$ cat src/rtl/bump_buzz_ctrl_pkg.sv
// Shared types and constants for the bump-switch debouncer and piezo buzzer controller.
// The FAST_SIM values shorten debounce and beep timing so a bench can reach them quickly.
package bump_buzz_ctrl_pkg;

    typedef enum logic [1:0] {
        MODE_OFF     = 2'b00,
        MODE_CONT    = 2'b01,
        MODE_REPEAT  = 2'b10,
        MODE_ONESHOT = 2'b11
    } buzz_mode_e;

    typedef enum logic [1:0] {
        ST_IDLE = 2'b00,
        ST_ON   = 2'b01,
        ST_OFF  = 2'b10
    } buzz_state_e;

    localparam int unsigned FAST_DEB_CYC  = 16;
    localparam int unsigned FAST_BEEP_CYC = 64;

    function automatic int unsigned eff_cyc(input int fast, input int unsigned full,
                                            input int unsigned quick);
        return (fast != 0) ? quick : full;
    endfunction

endpackage

$ cat src/rtl/bump_buzz_ctrl_if.sv
// Signal bundle between the command processor / switches and bump_buzz_ctrl.
interface bump_buzz_ctrl_if #(
    parameter int NUM_BMP = 2
);
    // No valid/ready pairs: buzz_en, buzz_mode, led_sel and line_present are level
    // signals sampled every clock; all outputs are registers or decoded from registers.
    logic [NUM_BMP-1:0] BMP_n_in;
    logic               buzz_en;
    logic [1:0]         buzz_mode;
    logic               line_present;
    logic [1:0]         led_sel;

    logic               BMP_n;
    logic [NUM_BMP-1:0] bmp_vec;
    logic               bmp_evt;
    logic               buzz;
    logic               buzz_n;
    logic [7:0]         LED;
    logic [1:0]         state_dbg;

    modport master (
        output BMP_n_in, buzz_en, buzz_mode, line_present, led_sel,
        input  BMP_n, bmp_vec, bmp_evt, buzz, buzz_n, LED, state_dbg
    );

    modport slave (
        input  BMP_n_in, buzz_en, buzz_mode, line_present, led_sel,
        output BMP_n, bmp_vec, bmp_evt, buzz, buzz_n, LED, state_dbg
    );

endinterface

$ cat src/rtl/bump_buzz_ctrl_bmp_debounce.sv
// One bump channel: two-flop synchronizer followed by a consecutive-sample debouncer.
module bmp_debounce #(
    parameter int unsigned DEB_CYC = 50000
) (
    input  logic clk,
    input  logic rst_n,
    input  logic raw_n,
    output logic pressed
);
    localparam int unsigned CW = $clog2(DEB_CYC + 1);
    localparam logic [CW-1:0] LAST = CW'(DEB_CYC - 1);

    logic          sync1_n;
    logic          sync2_n;
    logic          stable_n;
    logic [CW-1:0] cnt;

    // The stable state flips on the DEB_CYC-th consecutive disagreeing sample.
    always_ff @(posedge clk or negedge rst_n) begin
        if (!rst_n) begin
            sync1_n  <= 1'b1;
            sync2_n  <= 1'b1;
            stable_n <= 1'b1;
            cnt      <= '0;
        end else begin
            sync1_n <= raw_n;
            sync2_n <= sync1_n;
            if (sync2_n != stable_n) begin
                if (cnt == LAST) begin
                    stable_n <= sync2_n;
                    cnt      <= '0;
                end else begin
                    cnt <= cnt + 1'b1;
                end
            end else begin
                cnt <= '0;
            end
        end
    end

    assign pressed = ~stable_n;

endmodule

$ cat src/rtl/bump_buzz_ctrl.sv
// Bump-switch conditioning plus a three-state piezo buzzer sequencer and debug LED mux.
module bump_buzz_ctrl
    import bump_buzz_ctrl_pkg::*;
#(
    parameter int          NUM_BMP  = 2,
    parameter int unsigned DEB_CYC  = 50000,
    parameter int unsigned BEEP_CYC = 12500000,
    parameter int          TONE_W   = 15,
    parameter int          FAST_SIM = 0
) (
    input  logic              clk,
    input  logic              rst_n,
    bump_buzz_ctrl_if.slave   bus
);
    localparam int unsigned DEB_EFF  = eff_cyc(FAST_SIM, DEB_CYC, FAST_DEB_CYC);
    localparam int unsigned BEEP_EFF = eff_cyc(FAST_SIM, BEEP_CYC, FAST_BEEP_CYC);
    localparam int unsigned BW       = $clog2(BEEP_EFF + 1);
    localparam logic [BW-1:0] BEEP_LAST = BW'(BEEP_EFF - 1);

    logic [NUM_BMP-1:0] pressed;
    logic               bmp_n_q;
    logic               bmp_n_d;
    logic               bmp_evt_q;

    for (genvar g = 0; g < NUM_BMP; g++) begin : g_bmp
        bmp_debounce #(.DEB_CYC(DEB_EFF)) u_deb (
            .clk     (clk),
            .rst_n   (rst_n),
            .raw_n   (bus.BMP_n_in[g]),
            .pressed (pressed[g])
        );
    end

    assign bmp_n_d = ~|pressed;

    always_ff @(posedge clk or negedge rst_n) begin
        if (!rst_n) begin
            bmp_n_q   <= 1'b1;
            bmp_evt_q <= 1'b0;
        end else begin
            bmp_n_q   <= bmp_n_d;
            bmp_evt_q <= bmp_n_q & ~bmp_n_d;
        end
    end

    buzz_state_e       state_q, state_d;
    buzz_mode_e        mode;
    logic [1:0]        mode_q;
    logic              en_q;
    logic              mode_chg;
    logic              beep_done;
    logic [TONE_W-1:0] tone_q, tone_d;
    logic [BW-1:0]     beep_q, beep_d;
    logic              buzz;
    logic [7:0]        led_q;

    assign mode      = buzz_mode_e'(bus.buzz_mode);
    assign mode_chg  = (bus.buzz_mode != mode_q);
    assign beep_done = (beep_q == BEEP_LAST);

    always_ff @(posedge clk or negedge rst_n) begin
        if (!rst_n) begin
            state_q <= ST_IDLE;
            tone_q  <= '0;
            beep_q  <= '0;
            mode_q  <= 2'b00;
            en_q    <= 1'b0;
        end else begin
            state_q <= state_d;
            tone_q  <= tone_d;
            beep_q  <= beep_d;
            mode_q  <= bus.buzz_mode;
            en_q    <= bus.buzz_en;
        end
    end

    // A mode change overrides every other transition and wipes both counters.
    always_comb begin
        state_d = state_q;
        if (mode_chg) begin
            state_d = ST_IDLE;
        end else begin
            case (mode)
                MODE_OFF: state_d = ST_IDLE;
                MODE_CONT: begin
                    case (state_q)
                        ST_IDLE: if (bus.buzz_en) state_d = ST_ON;
                        ST_ON:   if (!bus.buzz_en) state_d = ST_IDLE;
                        default: state_d = ST_IDLE;
                    endcase
                end
                MODE_REPEAT: begin
                    if (!bus.buzz_en) begin
                        state_d = ST_IDLE;
                    end else begin
                        case (state_q)
                            ST_IDLE: state_d = ST_ON;
                            ST_ON:   if (beep_done) state_d = ST_OFF;
                            ST_OFF:  if (beep_done) state_d = ST_ON;
                            default: state_d = ST_IDLE;
                        endcase
                    end
                end
                MODE_ONESHOT: begin
                    case (state_q)
                        ST_IDLE: if (bus.buzz_en && !en_q) state_d = ST_ON;
                        ST_ON:   if (beep_done) state_d = ST_IDLE;
                        default: state_d = ST_IDLE;
                    endcase
                end
                default: state_d = ST_IDLE;
            endcase
        end

        beep_d = '0;
        if (!mode_chg && (state_d == state_q) && (state_q != ST_IDLE)) begin
            beep_d = beep_q + 1'b1;
        end

        tone_d = '0;
        if (!mode_chg && (state_d == ST_ON) && (state_q == ST_ON)) begin
            tone_d = tone_q + 1'b1;
        end
    end

    assign buzz = (state_q == ST_ON) & tone_q[TONE_W-1];

    always_ff @(posedge clk or negedge rst_n) begin
        if (!rst_n) begin
            led_q <= 8'h00;
        end else begin
            case (bus.led_sel)
                2'b00:   led_q <= {8{bus.line_present}};
                2'b01:   led_q <= 8'(pressed);
                2'b10:   led_q <= {state_q, buzz, bmp_n_q, 4'b0000};
                default: led_q <= 8'h00;
            endcase
        end
    end

    assign bus.BMP_n     = bmp_n_q;
    assign bus.bmp_vec   = pressed;
    assign bus.bmp_evt   = bmp_evt_q;
    assign bus.buzz      = buzz;
    assign bus.buzz_n    = ~buzz;
    assign bus.LED       = led_q;
    assign bus.state_dbg = state_q;

endmodule

$ cat src/flat_wrapper.sv
// flat-port wrapper written by rule: the top's interface ports become plain ports
module bump_buzz_ctrl_flat import bump_buzz_ctrl_pkg::*;
#(
    parameter int          NUM_BMP  = 2,
    parameter int unsigned DEB_CYC  = 50000,
    parameter int unsigned BEEP_CYC = 12500000,
    parameter int          TONE_W   = 15,
    parameter int          FAST_SIM = 0
)
  (clk, rst_n, bus_BMP_n_in, bus_buzz_en, bus_buzz_mode, bus_line_present, bus_led_sel, bus_BMP_n, bus_bmp_vec, bus_bmp_evt, bus_buzz, bus_buzz_n, bus_LED, bus_state_dbg);
  bump_buzz_ctrl_if #(.NUM_BMP(NUM_BMP)) bus_i ();
  input  logic clk;
  input  logic rst_n;
  input wire logic [$bits(bus_i.BMP_n_in)-1:0] bus_BMP_n_in;
  input wire logic [$bits(bus_i.buzz_en)-1:0] bus_buzz_en;
  input wire logic [$bits(bus_i.buzz_mode)-1:0] bus_buzz_mode;
  input wire logic [$bits(bus_i.line_present)-1:0] bus_line_present;
  input wire logic [$bits(bus_i.led_sel)-1:0] bus_led_sel;
  output wire logic [$bits(bus_i.BMP_n)-1:0] bus_BMP_n;
  output wire logic [$bits(bus_i.bmp_vec)-1:0] bus_bmp_vec;
  output wire logic [$bits(bus_i.bmp_evt)-1:0] bus_bmp_evt;
  output wire logic [$bits(bus_i.buzz)-1:0] bus_buzz;
  output wire logic [$bits(bus_i.buzz_n)-1:0] bus_buzz_n;
  output wire logic [$bits(bus_i.LED)-1:0] bus_LED;
  output wire logic [$bits(bus_i.state_dbg)-1:0] bus_state_dbg;
  assign bus_i.BMP_n_in = bus_BMP_n_in;
  assign bus_i.buzz_en = bus_buzz_en;
  assign bus_i.buzz_mode = bus_buzz_mode;
  assign bus_i.line_present = bus_line_present;
  assign bus_i.led_sel = bus_led_sel;
  assign bus_BMP_n = bus_i.BMP_n;
  assign bus_bmp_vec = bus_i.bmp_vec;
  assign bus_bmp_evt = bus_i.bmp_evt;
  assign bus_buzz = bus_i.buzz;
  assign bus_buzz_n = bus_i.buzz_n;
  assign bus_LED = bus_i.LED;
  assign bus_state_dbg = bus_i.state_dbg;
  bump_buzz_ctrl #(.NUM_BMP(NUM_BMP), .DEB_CYC(DEB_CYC), .BEEP_CYC(BEEP_CYC), .TONE_W(TONE_W), .FAST_SIM(FAST_SIM)) u_core (.clk(clk), .rst_n(rst_n), .bus(bus_i));
endmodule
$ cat config.mk
export PLATFORM = sky130hd
export DESIGN_NAME = bump_buzz_ctrl_flat
export DESIGN_NICKNAME = d
export VERILOG_FILES = /design/src/rtl/bump_buzz_ctrl_pkg.sv /design/src/rtl/bump_buzz_ctrl_if.sv /design/src/rtl/bump_buzz_ctrl_bmp_debounce.sv /design/src/rtl/bump_buzz_ctrl.sv /design/src/flat_wrapper.sv
export SDC_FILE = /design/constraint.sdc
export NUM_CORES = 1
export LEC_CHECK = 0
export ABC_AREA = 0
export CAP_MARGIN = 20
export CORE_MARGIN = 3
export CORE_UTILIZATION = 41
export CTS_CLUSTER_DIAMETER = 200
export DETAILED_ROUTE_END_ITERATION = 7
export PLACE_DENSITY = 0.62
export SKIP_CTS_REPAIR_TIMING = 1
export SYNTH_ARGS = -nofsm -noshare
export SYNTH_HDL_FRONTEND = slang
export SYNTH_SLANG_ARGS = --single-unit
$ cat constraint.sdc
create_clock -name clk -period 5.4 [get_ports clk]
set_clock_uncertainty 0.2 [all_clocks]
set_input_delay 0.81 -clock clk [delete_from_list [all_inputs] [get_ports clk]]
set_output_delay 0.81 -clock clk [all_outputs]
set_load 0.02 [all_outputs]
==> summary.txt, run 1 <==
Synth
  • Area leader, netlist: dfrtp_1
  • Synth unique cells: 47
  • Yosys reg bits: 91
  • Post-synthesis sequential area ratio: 51.9%
  • Synth Warn #: 0
  • Syn Nets: 438
  • Syn avg cell area: 10.4 um^2
  • Count leader, synth: dfrtp_1
  • Synth Instances: 424
  • Share of the synthesized area in the top cell type: 47.7%
  • Number of synthesized flops with an enable pin: 0
  • Ys async rst share: 100%
  • Most frequent cells after synthesis: dfrtp_1, nor2_1, nand2_1, xor2_1, xnor2_1
  • Ys flop type: dfrtp_1
  • Mapped cell area: 4400 um^2
  • Top cells by area, synth: dfrtp_1, xor2_1, xnor2_1

Setup path
  • Crit path max fanout: 9
  • CP Capture Type: output pin
  • Req. time, crit path: 4390 ps
  • Cell Chain, Critical Path: nor2b_1 -> nand2_1 -> inv_1 -> clkdlybuf4s50_1
  • CP peak stage delay: 600 ps
  • Arrival time at the worst endpoint: 2000 ps
  • Slowest-stage cell, CP: clkdlybuf4s50_1
  • FF-to-FF setup slack: 3050 ps
  • Worst setup SP type: flop
  • WS Path Type: flop to output pin

Detailed routing
  • DR vias/cell: 4.94
  • Remaining antenna violation count: 0
  • DRT Pass-1 Iters: 4
  • Initial DRC count: 145
  • WL/cell: 13.4 um
  • Total number of vias: 2917
  • Final WL: 7900 um
  • # DRC: 0

Power
  • Power Density: 253 nW/um^2
  • Max rail drop VDD: 0.147 mV
  • Pint: 976 uW
  • Comb pwr share: 5.4%
  • NetSw: 275 uW
  • Total power: 1.25 mW
  • Leakage: 1.97 nW
  • Reg power frac: 55.9%
  • Clock share of power: 38.8%
  • Sw frac: 22.0%

Floorplanning
  • Ports: 26
  • Row Count: 37
  • Core Box Area: 10400 um^2
  • Initial core utilization: 42.5%
  • Die Footprint: 12000 um^2
  • Die W: 110 um
  • Die Ht: 110 um

Clocking
  • CTS clk-pin slew, worst paths: 80 ps
  • H-tree levels: 3
  • Maximum clock path buffer count: 2
  • TritonCTS clock tree: done
  • Worst-Skew Late Latency: 350 ps
  • # clock sinks: 91
  • Num CTS Buffers: 9
  • Root Buffer: clkbuf_8

Cells and area
  • Multi-input logic area: 1990 um^2
  • Share of layout cells above drive strength 1: 14.3%
  • Filler Cells Inserted: 964
  • # diodes: 0
  • Nets: 463
  • Area Overhead vs Synth: 12.4%
  • Reg area: 2290 um^2
  • Layout Utilization: 47.7%

Placed design
  • PortBufs: 25
  • Dpl hpwl: 5360 um
  • Final Wtd Congestion: 0.793

Global routing
  • Met2 Usage GRT: 23.6%
  • Met1 Use GR: 19.8%
  • First-pass GRT wire length: 14000 um
  • Largest net degree at the start of global routing: 52
  • GRT Total Usage: 14.8%
  • Met3 Resource Use GR: 2.29%
  • Grt peak-use layer: met2
  • Antenna violations before repair: 0
  • GRT Residual Overflow: 0
  • Vias in the first global route: 3033

Timing
  • Final TNS setup: 0 ps
  • Minimum clock period: 3010 ps
  • Measured slew at the worst slew-check pin: 801 ps
  • Tcrit/Tclk final: 55.7%
  • Unrepaired setup endpoints after global routing: false
  • # setup viols final: 0
  • Final Hold Viols: 0
  • Max frequency: 332 MHz
  • Fin. max-slew vios: 0
  • Max_slew headroom: 46.4%

Min path
  • HP Class: flop to flop

Job
  • MaxCap Viol Count: 0

Status
  • Outcome: completed
[kinds of logic after synthesis]
family / Yosys count / synth area share, %
simple gates: 219 / 27.1
compound gates: 16 / 2.27
fa+ha+maj: 4 / 1.14
flops: 91 / 51.9
mux: 5 / 1.51
xor+xnor: 66 / 13.1
buf+inv: 23 / 2.96
[cell type report]
cell class                      instances  area share (%)
Clock inverter                          3            1.32
Tap cell                              136            3.44
Clock buffer                           13            2.81
Multi-Input combinational cell        310            40.2
Inverter                               10           0.759
Timing Repair Buffer                   27            5.31
Sequential cell                        91            46.2
[power groups by stage]
stage / Sequential [mW] / Clock (mW) / Combinational (mW)
2_1_floorplan: 0.714 / 0 / 0.0329
3_3_place_gp: 0.712 / 0 / 0.0687
3_5_place_dp: 0.712 / 0 / 0.0692
4_1_cts: 0.699 / 0.504 / 0.0695
5_1_grt: 0.700 / 0.529 / 0.0760
6_report: 0.699 / 0.485 / 0.0672
[metal layers]
metal,vias up,wire [um]
li1,1475,-
met1,1398,3960
met2,31,3580
met3,13,182
met4,0,182
met5,-,0
[registers in the layout (all words and copies together), names as in the netlist]
signal	count
u_core.tone_q	15
u_core.g_bmp.u_deb.cnt	32
u_core.beep_q	24
u_core.mode_q	2
u_core.bus.bmp_evt	1
u_core.bus.BMP_n	1
u_core.g_bmp.u_deb.sync2_n	2
u_core.g_bmp.u_deb.stable_n	2
u_core.g_bmp.u_deb.sync1_n	2
u_core.bus.LED	7
u_core.en_q	1
u_core.bus.state_dbg	2
[metrics by stage]
step / cells / worst slack (ps) / cell area, um^2 / hold slack, ps
global route: 590 / 2230 / 4950 / 165
finish: 590 / 2390 / 4950 / 160
global placement: 574 / 2310 / 4740 / 146
detailed placement: 574 / 2260 / 4740 / 150
floorplan: 424 / 3020 / 4400 / 145
CTS: 590 / 2360 / 4950 / 163
[cell usage in the layout, fill, tap and decap left out, types with 2 or more instances in the layout]
| master | Yosys | routed |
|---|---|---|
| buf_4 | 3 | 3 |
| xnor2_1 | 25 | 25 |
| nor2_2 | 20 | 20 |
| nor2_1 | 54 | 54 |
| dfrtp_1 | 84 | 84 |
| nor3b_1 | 5 | 5 |
| clkbuf_1 | 5 | 4 |
| nor2b_1 | 5 | 5 |
| and3_1 | 9 | 9 |
| nand3_1 | 21 | 21 |
| dfstp_2 | 7 | 7 |
| o21ai_0 | 3 | 3 |
| ha_1 | 4 | 4 |
| nor4b_1 | 3 | 3 |
| a211oi_1 | 2 | 2 |
| xor2_1 | 41 | 41 |
| nor4_1 | 3 | 3 |
| clkbuf_8 | 0 | 9 |
| nand4_1 | 19 | 19 |
| clkdlybuf4s50_1 | 0 | 24 |
| nand2b_1 | 2 | 2 |
| bufinv_16 | 0 | 2 |
| and4_1 | 2 | 2 |
| inv_1 | 10 | 10 |
| mux2_2 | 3 | 3 |
| nor3_1 | 13 | 13 |
| nand2_1 | 41 | 41 |
| a21oi_1 | 6 | 6 |
| nor3_2 | 12 | 12 |
[worst max-delay path, delay by kind of cell (launching register included)]
family	cells	cell delay [ps]
buf+inv	2	680
simple gates	2	450
flops	1	520
[path summary, 6_finish.rpt]
check | start | to | depth (start not counted)
max | u_core.bus.state_dbg[0] | bus_buzz | 4
min | u_core.g_bmp[0].u_deb.sync1_n | u_core.g_bmp[0].u_deb.sync2_n | 0
max reg2reg | u_core.beep_q[0] | u_core.beep_q[20] | 6
min reg2reg | u_core.g_bmp[0].u_deb.sync1_n | u_core.g_bmp[0].u_deb.sync2_n | 0
max in group asynchronous | rst_n | u_core.beep_q[23] | 2
min in group asynchronous | rst_n | u_core.g_bmp[1].u_deb.cnt[10] | 1
Power figures use the tool's default switching activity.
==> run 2, diff against run 1 <==
==> constraint.sdc (replaced) <==
create_clock -name clk -period 3 [get_ports clk]
set_clock_uncertainty 0.2 [all_clocks]
set_input_delay 0.45 -clock clk [delete_from_list [all_inputs] [get_ports clk]]
set_output_delay 0.45 -clock clk [all_outputs]
set_load 0.02 [all_outputs]
==> run 2 against run 1 <==
Clock power up 81%. Non-clock buffer count up 4. Sequential share of layout area down 0.37 points. Final cell count up 0.68%. Final area up 0.81%. Die area unchanged. Utilization up 0.39 points. Critical path type unchanged.
==> summary.txt, run 2 (synthesis gave the netlist of run 1 again) <==
Timing
  • Measured slew at the worst slew-check pin: 745 ps
  • Unrepaired setup endpoints after global routing: false
  • Final TNS setup: 0 ps
  • Fin. max-slew vios: 0
  • Minimum clock period: 2640 ps
  • Tcrit/Tclk final: 88.2%
  • Max_slew headroom: 49.9%
  • Final Hold Viols: 0
  • # setup viols final: 0
  • Max frequency: 378 MHz

Floorplanning
  • Core Box Area: 10400 um^2
  • Die Ht: 110 um
  • Die Footprint: 12000 um^2
  • Die W: 110 um
  • Row Count: 37
  • Initial core utilization: 42.5%
  • Ports: 26

Global routing
  • GRT Residual Overflow: 0
  • First-pass GRT wire length: 13600 um
  • Antenna violations before repair: 0
  • Vias in the first global route: 2930
  • Largest net degree at the start of global routing: 36
  • GRT Total Usage: 14.4%

Clocking
  • Worst-Skew Late Latency: 370 ps
  • H-tree levels: 3
  • Root Buffer: clkbuf_8
  • Maximum clock path buffer count: 2
  • TritonCTS clock tree: done
  • CTS clk-pin slew, worst paths: 90 ps
  • Num CTS Buffers: 9
  • # clock sinks: 91

Setup path
  • Req. time, crit path: 2350 ps
  • Crit path max fanout: 9
  • WS Path Type: flop to output pin
  • CP Capture Type: output pin
  • Worst setup SP type: flop
  • Worst r2r path cells: 5
  • Slowest-stage cell, CP: clkdlybuf4s50_1
  • CP peak stage delay: 600 ps
  • Cell Chain, Critical Path: nor2b_1 -> nand2_1 -> inv_1 -> clkdlybuf4s50_1
  • Arrival time at the worst endpoint: 1990 ps

Cells and area
  • Max reg flops: 32
  • Most common cell after layout, fill and taps aside: dfrtp_1
  • Most flop-heavy register: u_core.g_bmp.u_deb.cnt
  • Most frequent cells in the layout: dfrtp_1, nor2_1, nand2_1, xor2_1, xnor2_1
  • Area Overhead vs Synth: 13.3%
  • # diodes: 0
  • Share of layout cells above drive strength 1: 15.7%
  • Biggest regs: u_core.g_bmp.u_deb.cnt: 32 flops, u_core.beep_q: 24 flops, u_core.tone_q: 15 flops
  • Nets: 467

Min path
  • Hold Path Cell Cnt: 0
  • HP Class: flop to flop

Detailed routing
  • DRT Pass-1 Iters: 4
  • DR vias/cell: 4.97
  • WL/cell: 13.2 um
  • # DRC: 0
  • Remaining antenna violation count: 0
  • Total number of vias: 2950
  • Initial DRC count: 112
  • Final WL: 7870 um

Power
  • Leakage: 1.99 nW
  • Power Density: 453 nW/um^2
  • Total power: 2.26 mW
  • Max rail drop VDD: 0.235 mV

Placed design
  • Dpl hpwl: 5380 um
  • PortBufs: 25
  • Final Wtd Congestion: 0.792

Job
  • MaxCap Viol Count: 0

Status
  • Outcome: completed
run 2: changes by cell type in the layout (fill, tap and decap cells not counted), sizes merged:
cell         change
dlygate4sd3      +1
bufinv           -1
clkinv           +1
clkbuf           -2
clkinvlp         +1
buf              +3
inv              +1
run 2: worst max-delay path, delay by kind of cell (launching register included):
family                 cells  cell delay (ps)
flip-flops                 1              500
buffers and inverters      2              680
AND/OR/NAND/NOR            2              450
run 2: cell type report:
type                       instances  area [um^2]
clock buffer                      11          151
fill                             974         5380
tap                              136          170
inverter                          10         37.5
clock inverter                     5         60.1
sequential                        91         2290
multi-input combinational        310         1990
timing repair buffer              31          295
run 2: path summary, 6_finish.rpt:
| path | start | end | slack [ps] |
|---|---|---|---|
| min in group asynchronous | rst_n | u_core.beep_q[19] | 380 |
| max | u_core.bus.state_dbg[0] | bus_buzz | 360 |
| max reg2reg | u_core.beep_q[8] | u_core.tone_q[2] | 640 |
| min reg2reg | u_core.g_bmp[1].u_deb.sync1_n | u_core.g_bmp[1].u_deb.sync2_n | 160 |
| max in group asynchronous | rst_n | u_core.g_bmp[1].u_deb.stable_n | 1540 |
| min | u_core.g_bmp[1].u_deb.sync1_n | u_core.g_bmp[1].u_deb.sync2_n | 160 |
run 2: per-stage QoR:
stage	worst slack (ps)	instance area, um^2	cells	util, %	hold slack [ps]
floorplan	938	4400	424	-	-45.6
global placement	256	4770	577	46.0	147
detailed placement	230	4770	577	46.0	147
CTS	325	4980	593	48.0	-165
global route	231	4990	594	48.1	168
finish	355	4990	594	48.1	160
run 2: routing by layer:
| metal | up-vias | part of all wire (%) | routed length [um] | global-route usage, % |
|---|---|---|---|---|
| li1 | 1486 | - | - | - |
| met1 | 1416 | 48 | 3780 | 18.6 |
| met2 | 38 | 48 | 3740 | 23.6 |
| met3 | 10 | 2.9 | 232 | 3.46 |
| met4 | 0 | 1.5 | 117 | 5.08 |
| met5 | - | 0 | 0 | 0 |
run 2: power by group:
group          internal, mW  switching (mW)  leakage [nW]
Combinational        0.0448          0.0800         0.655
Clock                 0.434           0.443         0.106
Sequential             1.24          0.0128          1.23
Total                  1.72           0.536          1.99
==> run 3, diff against run 2 <==
--- a/config.mk
+++ b/config.mk
@@ -11,7 +11,6 @@
 export CORE_UTILIZATION = 41
 export CTS_CLUSTER_DIAMETER = 200
 export DETAILED_ROUTE_END_ITERATION = 7
-export PLACE_DENSITY = 0.62
 export SKIP_CTS_REPAIR_TIMING = 1
 export SYNTH_ARGS = -nofsm -noshare
 export SYNTH_HDL_FRONTEND = slang
==> run 3 against run 2 <==
Via count grew 1.4%. Die area stayed put. Count of clock-buffer cells in the layout grew 1. Final cell count decreased by 0.34%. Critical endpoint unchanged. Largest power group unchanged.
==> summary.txt, run 3 (synthesis gave the netlist of run 1 again) <==
Detailed routing
  • Remaining antenna violation count: 0
  • Total number of vias: 2991
  • Final WL: 7840 um
  • DRT Pass-1 Iters: 4
  • Initial DRC count: 91
  • # DRC: 0
  • WL/cell: 13.2 um
  • DR vias/cell: 5.05

Setup path
  • Worst setup SP type: flop
  • CP peak stage delay: 610 ps
  • Slowest-stage cell, CP: clkdlybuf4s50_1
  • WS Path Type: flop to output pin
  • Crit path max fanout: 9
  • Critical path depth: 4
  • Family with the most delay on the worst path: buffers and inverters
  • Cell Chain, Critical Path: nor2b_1 -> nand2_1 -> inv_1 -> clkdlybuf4s50_1
  • Arrival time at the worst endpoint: 1990 ps
  • Req. time, crit path: 2350 ps
  • Critical path buffers and inverters: 2
  • CP Capture Type: output pin
  • Worst r2r path cells: 5

Cells and area
  • Nets: 465
  • Most common cell after layout, fill and taps aside: dfrtp_1
  • Share of layout cells above drive strength 1: 15.4%
  • Most flop-heavy register: u_core.g_bmp.u_deb.cnt
  • Most frequent cells in the layout: dfrtp_1, nor2_1, nand2_1, xor2_1, xnor2_1
  • Final instance area: 4990 um^2
  • Non-Filler Instances: 592
  • Area Overhead vs Synth: 13.2%
  • Biggest regs: u_core.g_bmp.u_deb.cnt: 32 flops, u_core.beep_q: 24 flops, u_core.tone_q: 15 flops
  • Layout Utilization: 48.1%
  • # diodes: 0
  • Max reg flops: 32

Timing
  • Max frequency: 379 MHz
  • Minimum clock period: 2640 ps
  • Fin. max-slew vios: 0
  • Measured slew at the worst slew-check pin: 706 ps
  • # setup viols final: 0
  • Tcrit/Tclk final: 87.9%
  • Final TNS setup: 0 ps
  • Max_slew headroom: 52.5%
  • Unrepaired setup endpoints after global routing: false
  • Final Hold Viols: 0

Job
  • MaxCap Viol Count: 0

Placed design
  • Final Wtd Congestion: 0.820
  • Placed cells: 575
  • PortBufs: 25
  • Dpl hpwl: 5330 um
  • Placed inst area: 4760 um^2

Min path
  • Hold Path Cell Cnt: 0
  • HP Class: flop to flop

Power
  • Leakage: 1.99 nW
  • Max rail drop VDD: 0.175 mV
  • Power Density: 452 nW/um^2

Clocking
  • CTS clk-pin slew, worst paths: 90 ps
  • Maximum clock path buffer count: 2
  • H-tree levels: 3
  • Num CTS Buffers: 9
  • Root Buffer: clkbuf_8
  • # clock sinks: 91
  • TritonCTS clock tree: done
  • Worst-Skew Late Latency: 360 ps

Global routing
  • Antenna violations before repair: 0
  • GRT Total Usage: 14.5%
  • First-pass GRT wire length: 13600 um
  • Vias in the first global route: 2978
  • Largest net degree at the start of global routing: 51
  • GRT Residual Overflow: 0

Floorplanning
  • Die W: 110 um
  • Initial core utilization: 42.5%
  • Die Footprint: 12000 um^2
  • Ports: 26
  • Row Count: 37
  • Core Box Area: 10400 um^2
  • Die Ht: 110 um

Status
  • Outcome: completed
run 3: cell types whose count changed in the layout (fill, tap and decap cells not counted), sizes merged:
cell and delta:
buf -2, clkbuf +1, inv -1
run 3: per-layer routing:
metal	track usage, %	wire [um]	vias to the layer above
met2	22.5	3580	46
met5	0	0	-
met4	5.08	110	0
li1	-	-	1482
met1	19.4	3840	1452
met3	4.35	315	11
run 3: worst paths after layout:
check / from / endpoint / slack, ps
min: u_core.g_bmp[1].u_deb.sync1_n / u_core.g_bmp[1].u_deb.sync2_n / 150
min in group asynchronous: rst_n / u_core.g_bmp[0].u_deb.cnt[3] / 460
min reg2reg: u_core.g_bmp[1].u_deb.sync1_n / u_core.g_bmp[1].u_deb.sync2_n / 150
max reg2reg: u_core.beep_q[8] / u_core.tone_q[10] / 610
max in group asynchronous: rst_n / u_core.g_bmp[1].u_deb.sync1_n / 1440
max: u_core.bus.state_dbg[0] / bus_buzz / 360
run 3: cell type report:
cell class                 instances  area, um^2
tap                              136         170
sequential                        91        2290
clock buffer                      12         165
multi-input combinational        310        1990
timing repair buffer              29         293
inverter                          10        37.5
clock inverter                     4        47.5
fill                             982        5380
run 3: worst register-to-register path, stage by stage (launching register included):
cell	delay (ps)
dfrtp_1	430
or4b_1	540
nor3_2	140
nand3_2	200
mux2i_4	580
a211oi_1	130
run 3: report_power, final:
group	internal, mW	switching [mW]	leakage, nW
clock network	0.451	0.423	0.108
registers	1.24	0.0129	1.23
logic	0.0447	0.0786	0.650
run 3: metrics by stage:
stage / total power [mW] / setup WS (ps) / hold slack [ps]
after global routing: 2.36 / 230 / 161
after detailed placement: 1.41 / 230 / 147
after CTS: 2.28 / 363 / -72.2
final: 2.25 / 364 / 152
after floorplan: 1.34 / 938 / -45.6
after global placement: 1.41 / 283 / 146
